[src/rtl/eigen_pkg.sv]
// Shared constants and state encoding for the eigenvector register-file loader,
// the register file itself and the projection datapath.
package eigen_pkg;
    localparam int PIX_W          = 16;
    localparam int EIG_W          = 4;
    localparam int DEF_NUM_PIXELS = 161;
    localparam int DEF_COLS_SIZE  = 8;

    typedef enum logic [2:0] {
        ST_IDLE,
        ST_PRECLR,
        ST_LOAD,
        ST_DONE,
        ST_WIPE
    } eigen_ld_state_t;
endpackage

[src/rtl/eigen_idx_counter.sv]
// Pixel-major 2-D wrap counter: pixel runs 0..NUM_PIXELS-1, then eigen advances.
module eigen_idx_counter
    import eigen_pkg::*;
#(
    parameter int NUM_PIXELS = DEF_NUM_PIXELS,
    parameter int COLS_SIZE  = DEF_COLS_SIZE
) (
    input  logic             i_clk,
    input  logic             i_rst,
    input  logic             i_inc,
    input  logic             i_clr,
    output logic [PIX_W-1:0] o_pixel,
    output logic [EIG_W-1:0] o_eigen,
    output logic             o_last
);
    localparam logic [PIX_W-1:0] PIX_MAX = PIX_W'(NUM_PIXELS - 1);
    localparam logic [EIG_W-1:0] EIG_MAX = EIG_W'(COLS_SIZE - 1);

    logic [PIX_W-1:0] r_pixel;
    logic [EIG_W-1:0] r_eigen;
    logic             w_pix_wrap;
    logic             w_eig_wrap;

    assign w_pix_wrap = (r_pixel == PIX_MAX);
    assign w_eig_wrap = (r_eigen == EIG_MAX);

    always_ff @(posedge i_clk or posedge i_rst) begin
        if (i_rst) begin
            r_pixel <= '0;
            r_eigen <= '0;
        end else if (i_clr) begin
            r_pixel <= '0;
            r_eigen <= '0;
        end else if (i_inc) begin
            if (w_pix_wrap) begin
                r_pixel <= '0;
                r_eigen <= w_eig_wrap ? '0 : r_eigen + 1'b1;
            end else begin
                r_pixel <= r_pixel + 1'b1;
            end
        end
    end

    assign o_pixel = r_pixel;
    assign o_eigen = r_eigen;
    assign o_last  = w_pix_wrap & w_eig_wrap;
endmodule

[src/rtl/eigen_load_ctrl.sv]
// Streams COLS_SIZE x NUM_PIXELS ingress words into the eigenvector register file,
// clearing it first and reporting completion to the projection datapath.
module eigen_load_ctrl
    import eigen_pkg::*;
#(
    parameter int NUM_PIXELS = DEF_NUM_PIXELS,
    parameter int COLS_SIZE  = DEF_COLS_SIZE
) (
    input  logic             i_clk,
    input  logic             i_rst,
    input  logic             i_start,
    input  logic             i_clear_req,
    input  logic             i_abort,
    input  logic             i_in_valid,
    input  logic [31:0]      i_in_data,
    output logic             o_in_ready,
    output logic             o_reg_enable,
    output logic             o_reg_clear,
    output logic [PIX_W-1:0] o_pixel_iter,
    output logic [EIG_W-1:0] o_eigen_iter,
    output logic [31:0]      o_reg_data,
    output logic             o_busy,
    output logic             o_done,
    output logic             o_loaded
);
    eigen_ld_state_t  r_state, w_next;
    logic             r_loaded;
    logic             r_en_q;
    logic [31:0]      r_data;
    logic [PIX_W-1:0] r_pix;
    logic [EIG_W-1:0] r_eig;

    logic             w_in_ready, w_accept, w_reg_clear, w_busy, w_done, w_cnt_clr;
    logic [PIX_W-1:0] w_cnt_pix;
    logic [EIG_W-1:0] w_cnt_eig;
    logic             w_cnt_last;

    eigen_idx_counter #(
        .NUM_PIXELS (NUM_PIXELS),
        .COLS_SIZE  (COLS_SIZE)
    ) u_idx (
        .i_clk   (i_clk),
        .i_rst   (i_rst),
        .i_inc   (w_accept),
        .i_clr   (w_cnt_clr),
        .o_pixel (w_cnt_pix),
        .o_eigen (w_cnt_eig),
        .o_last  (w_cnt_last)
    );

    always_ff @(posedge i_clk or posedge i_rst) begin
        if (i_rst) r_state <= ST_IDLE;
        else       r_state <= w_next;
    end

    always_comb begin
        w_next      = r_state;
        w_in_ready  = 1'b0;
        w_reg_clear = 1'b0;
        w_busy      = 1'b1;
        w_done      = 1'b0;
        w_cnt_clr   = 1'b0;
        case (r_state)
            ST_IDLE: begin
                w_busy = 1'b0;
                if (i_start)          w_next = ST_PRECLR;
                else if (i_clear_req) w_next = ST_WIPE;
            end
            ST_PRECLR: begin
                w_reg_clear = 1'b1;
                w_cnt_clr   = 1'b1;
                w_next      = ST_LOAD;
            end
            ST_LOAD: begin
                // abort blocks the word presented in the same cycle
                w_in_ready = ~i_abort;
                if (i_abort)                        w_next = ST_WIPE;
                else if (i_in_valid && w_cnt_last)  w_next = ST_DONE;
            end
            ST_DONE: begin
                w_done = 1'b1;
                w_next = ST_IDLE;
            end
            ST_WIPE: begin
                w_reg_clear = 1'b1;
                w_next      = ST_IDLE;
            end
            default: w_next = ST_IDLE;
        endcase
    end

    assign w_accept = w_in_ready & i_in_valid;

    // loaded flips on the transition so it is already valid during DONE/PRECLR/WIPE
    always_ff @(posedge i_clk or posedge i_rst) begin
        if (i_rst) begin
            r_loaded <= 1'b0;
            r_en_q   <= 1'b0;
            r_data   <= '0;
            r_pix    <= '0;
            r_eig    <= '0;
        end else begin
            r_en_q <= w_accept;
            if (w_accept) begin
                r_data <= i_in_data;
                r_pix  <= w_cnt_pix;
                r_eig  <= w_cnt_eig;
            end
            if (w_next == ST_DONE && r_state == ST_LOAD)
                r_loaded <= 1'b1;
            else if (w_next == ST_PRECLR || w_next == ST_WIPE)
                r_loaded <= 1'b0;
        end
    end

    assign o_in_ready   = w_in_ready;
    assign o_reg_enable = r_en_q & ~w_reg_clear;
    assign o_reg_clear  = w_reg_clear;
    assign o_pixel_iter = r_pix;
    assign o_eigen_iter = r_eig;
    assign o_reg_data   = r_data;
    assign o_busy       = w_busy;
    assign o_done       = w_done;
    assign o_loaded     = r_loaded;
endmodule

[config.mk]
export PLATFORM = sky130hd
export DESIGN_NAME = eigen_load_ctrl
export DESIGN_NICKNAME = d
export VERILOG_FILES = /design/src/rtl/eigen_pkg.sv /design/src/rtl/eigen_idx_counter.sv /design/src/rtl/eigen_load_ctrl.sv
export SDC_FILE = /design/constraint.sdc
export NUM_CORES = 1
export LEC_CHECK = 0
export ABC_AREA = 1
export CORE_MARGIN = 3
export CORE_UTILIZATION = 26
export CTS_CLUSTER_DIAMETER = 60
export DETAILED_ROUTE_END_ITERATION = 10
export GPL_ROUTABILITY_DRIVEN = 0
export PLACE_DENSITY_LB_ADDON = 0.2
export SLEW_MARGIN = 20
export SYNTH_ARGS = -nofsm -noshare
export SYNTH_HDL_FRONTEND = slang
export SYNTH_HIERARCHICAL = 1
export SYNTH_SLANG_ARGS = --single-unit
[constraint.sdc]
create_clock -name i_clk -period 2.5 [get_ports i_clk]
set_input_delay 0.75 -clock i_clk [delete_from_list [all_inputs] [get_ports i_clk]]
set_output_delay 0.75 -clock i_clk [all_outputs]
set_load 0.01 [all_outputs]
==> results of run 1 <==
==> logic make-up after synthesis <==
kind of cell	Yosys count	share of synthesized area, %
adder cells (fa/ha/maj)	3	1.00
AO/OA/AOI/OAI	7	1.00
AND/OR/NAND/NOR	304	38.0
flip-flops	77	51.6
buffers and inverters	40	7.20
XOR/XNOR	5	1.17
==> what timing repair did <==
item                       in CTS  in global routing
resized for setup               2                  1
setup endpoints to repair       2                  2
buffers inserted                0                  1
==> state kept, by name (all words and copies together), names as in the netlist <==
name,cells
o_pixel_iter,16
r_en_q,1
u_idx/o_eigen,4
o_eigen_iter,4
u_idx/o_pixel,16
o_loaded,1
o_reg_data,32
r_state,3
==> cell usage in the layout (no fill, tap or decap), drive strengths merged <==
master	instances
buf	8
o21ai	6
xnor2	1
nand4	8
dfrtp	77
nor3b	1
dlymetal6s2s	1
clkinvlp	1
clkbuf	10
dlygate4sd2	1
ha	3
o21bai	1
inv	29
clkdlybuf4s50	93
nor3	3
nand3b	1
nand2	227
clkinv	3
bufinv	2
xor2	4
nand3	17
nor2	47
==> worst min-delay path by stage <==
stage | to | slack, ns
6_report | o_pixel_iter[15] | 0.48
5_1_grt | o_reg_data[20] | 0.50
4_1_cts | o_pixel_iter[7] | 0.48
3_5_place_dp | o_pixel_iter[7] | 0.46
3_3_place_gp | o_reg_data[4] | 0.46
2_1_floorplan | o_pixel_iter[14] | 0.47
==> worst reg2reg max path, cell delays in order, from the launching register on <==
cell,delay [ns]
dfrtp_1,0.40
buf_4,0.15
nand3_2,0.09
nor2_4,0.04
buf_4,0.14
nand2_4,0.08
inv_8,0.04
nor2_4,0.21
inv_6,0.12
nand2_2,0.11
nor2_4,0.04
xnor2_1,0.17
nor2_2,0.04
==> layout make-up <==
| cell class | count | area [sq um] |
|---|---|---|
| inverters | 29 | 124 |
| clock buffers | 10 | 239 |
| well taps | 180 | 225 |
| fillers | 1419 | 8810 |
| multi-input cells | 319 | 1540 |
| clock inverters | 6 | 86.3 |
| flip-flops and latches | 77 | 1930 |
| repair buffers | 103 | 1040 |
==> routing by layer <==
| layer | up-vias | global-route usage, % |
|---|---|---|
| met3 | 13 | 2.54 |
| met4 | 0 | 4.48 |
| met1 | 1418 | 16.3 |
| met5 | - | 0 |
| li1 | 1543 | - |
| met2 | 79 | 18.5 |
==> power by group through the flow <==
stage	clock network (mW)	registers (mW)	logic, mW
after floorplan	0	2.15	0.912
after global placement	0	2.02	2.06
after detailed placement	0	2.03	2.07
after CTS	1.45	2.02	2.07
after global routing	1.51	2.09	2.26
final	1.40	2.01	2.04
==> per-stage QoR <==
stage	instance area [sq um]	TNS (ns)
after floorplan	3740	0
after global placement	4840	-0.128
after detailed placement	4840	-0.131
after CTS	5170	0
after global routing	5180	0
final	5180	0
==> out/metrics.yaml, run 1 <==
synth_area_per_cell_sq_um: 8.57
rsz0062_at_grt: "false"
rows: 43
p_total_mw: 5.46
drt-met1-wl_mm: 4.27
initial_core_util_pct: 26.7
dp_hpwl_mm: 6.26
crit_start: "r_state[1]"
gr-total-overflow: 0
final_cells: 724
dr.pass1.iters: 4
yosys.area.top_type: "dfrtp_1"
cts-htree-levels: 3
synthMostInstantiatedCell: "nand2_1"
required_ns: 1.75
clock_power_share_pct: 25.8
die_y_um: 126
status: "complete, no violations"
pre_cts_ws_ns: -0.131
skew_ns: 0.00480
critPathLaunchType: "register"
finalSetupViolCount: 0
synth_edf_count: 0
p_sw_share_pct: 33.6
r2r_setup_slack_ns: 0.76
finalCriticalPeriod_ns: 2.37
final_util_pct: 37.0
power.switching_mw: 1.83
min-delay-start: "o_pixel_iter[15]"
antenna_found_initial: 0
grt_first_pass_wirelength_mm: 15.4
postCtsHoldBufs: 0
clkSlewWorstSetupHoldPaths_ns: 0.06
cp.arrival_ns: 1.62
fp.coreArea_sq_um: 14000
crit_cells: 5
drtIter0Drc: 187
r2r_start: "r_state[1]"
routed.top_layer: "met4"
yosys_warnings: 6
netlist_area_sq_um: 3740
path_max_fanout: 3
diodes: 0
hold_viol_final: 0
end_kind: "output port"
ctsLongestPathBuffers: 2
drv_slew: 0
ys_types: 27
cts_root_buffer: "clkbuf_16"
endpoint: "o_reg_enable"
die_area_sq_um: 15800
cts_sinks: 77
p_per_area_nw_per_um2: 1050
drt-total-wl_mm: 9.01
final_layout_size_suffix_gt1_share_pct: 18.0
dr_total_vias: 3053
met2_length_mm: 4.09
ys_dominant_reg_cell: "dfrtp_1"
die_w_um: 126
synthArstFlopShare_pct: 100
drv_cap: 0
cts_made_buffers: 9
ios: 96
critPathSlowestCell: "clkdlybuf4s50_1"
synthCells: 436
fmax_mhz: 422
hold_path.class: "register to register"
internal_power_mw: 3.63
via_per_inst: 4.22
timing.final.crit_share_pct: 94.8
wire_per_inst_um: 12.5
clock_latency_ns: 0.33
antenna_left: 0
p_leak_nw: 2.51
seq_power_share_pct: 36.8
cp_slowest_stage_delay_ns: 0.54
reg2regPathDepth: 12
combPwrFrac_pct: 37.4
wl_met3_um: 508
whs_ns: 0.478
finalNetCount: 580
synth.top_cells.by_area: "dfrtp_1, nand2_1, nand2_2, nor2_1, buf_12"
critPathTopFamily: "buffers and inverters"
cp_num_buf_inv: 2
min_path_cells: 2
relSlewSlack_pct: 62.9
grt_max_degree: 58
setup_ws_ns: 0.130
grt_util_all_layers_pct: 11.9
grt_pass1_vias: 3087
dp_cells: 707
yosysSeqAreaShare_pct: 51.6
tightest_slew_ns: 0.557
portBuffers: 95
peakVddDrop_v: 0.000287
yosys.area.top_type_share_pct: 51.6
synth_common_cells: "nand2_1, dfrtp_1, nand2_2"
r2r-end: "u_idx/o_pixel[7]"
synth_nets: 477
drcViolationCount: 0
path_class: "register to output port"
cp_cell_sequence: "inv_1 -> nand3_1 -> o21ai_1 -> nor2_1 -> clkdlybuf4s50_1"
ys_seq_elements: 77
cts_tree: "done"
area_growth_pct: 38.6
Power figures use the tool's default switching activity.
==> run 2, diff against run 1 <==
--- a/config.mk
+++ b/config.mk
@@ -9,6 +9,7 @@
 export CORE_MARGIN = 3
 export CORE_UTILIZATION = 26
 export CTS_CLUSTER_DIAMETER = 60
+export CTS_CLUSTER_SIZE = 28
 export DETAILED_ROUTE_END_ITERATION = 10
 export GPL_ROUTABILITY_DRIVEN = 0
 export PLACE_DENSITY_LB_ADDON = 0.2
==> results of run 2 <==
Same layout as run 1: the final DEF is identical, and so are final timing and power.
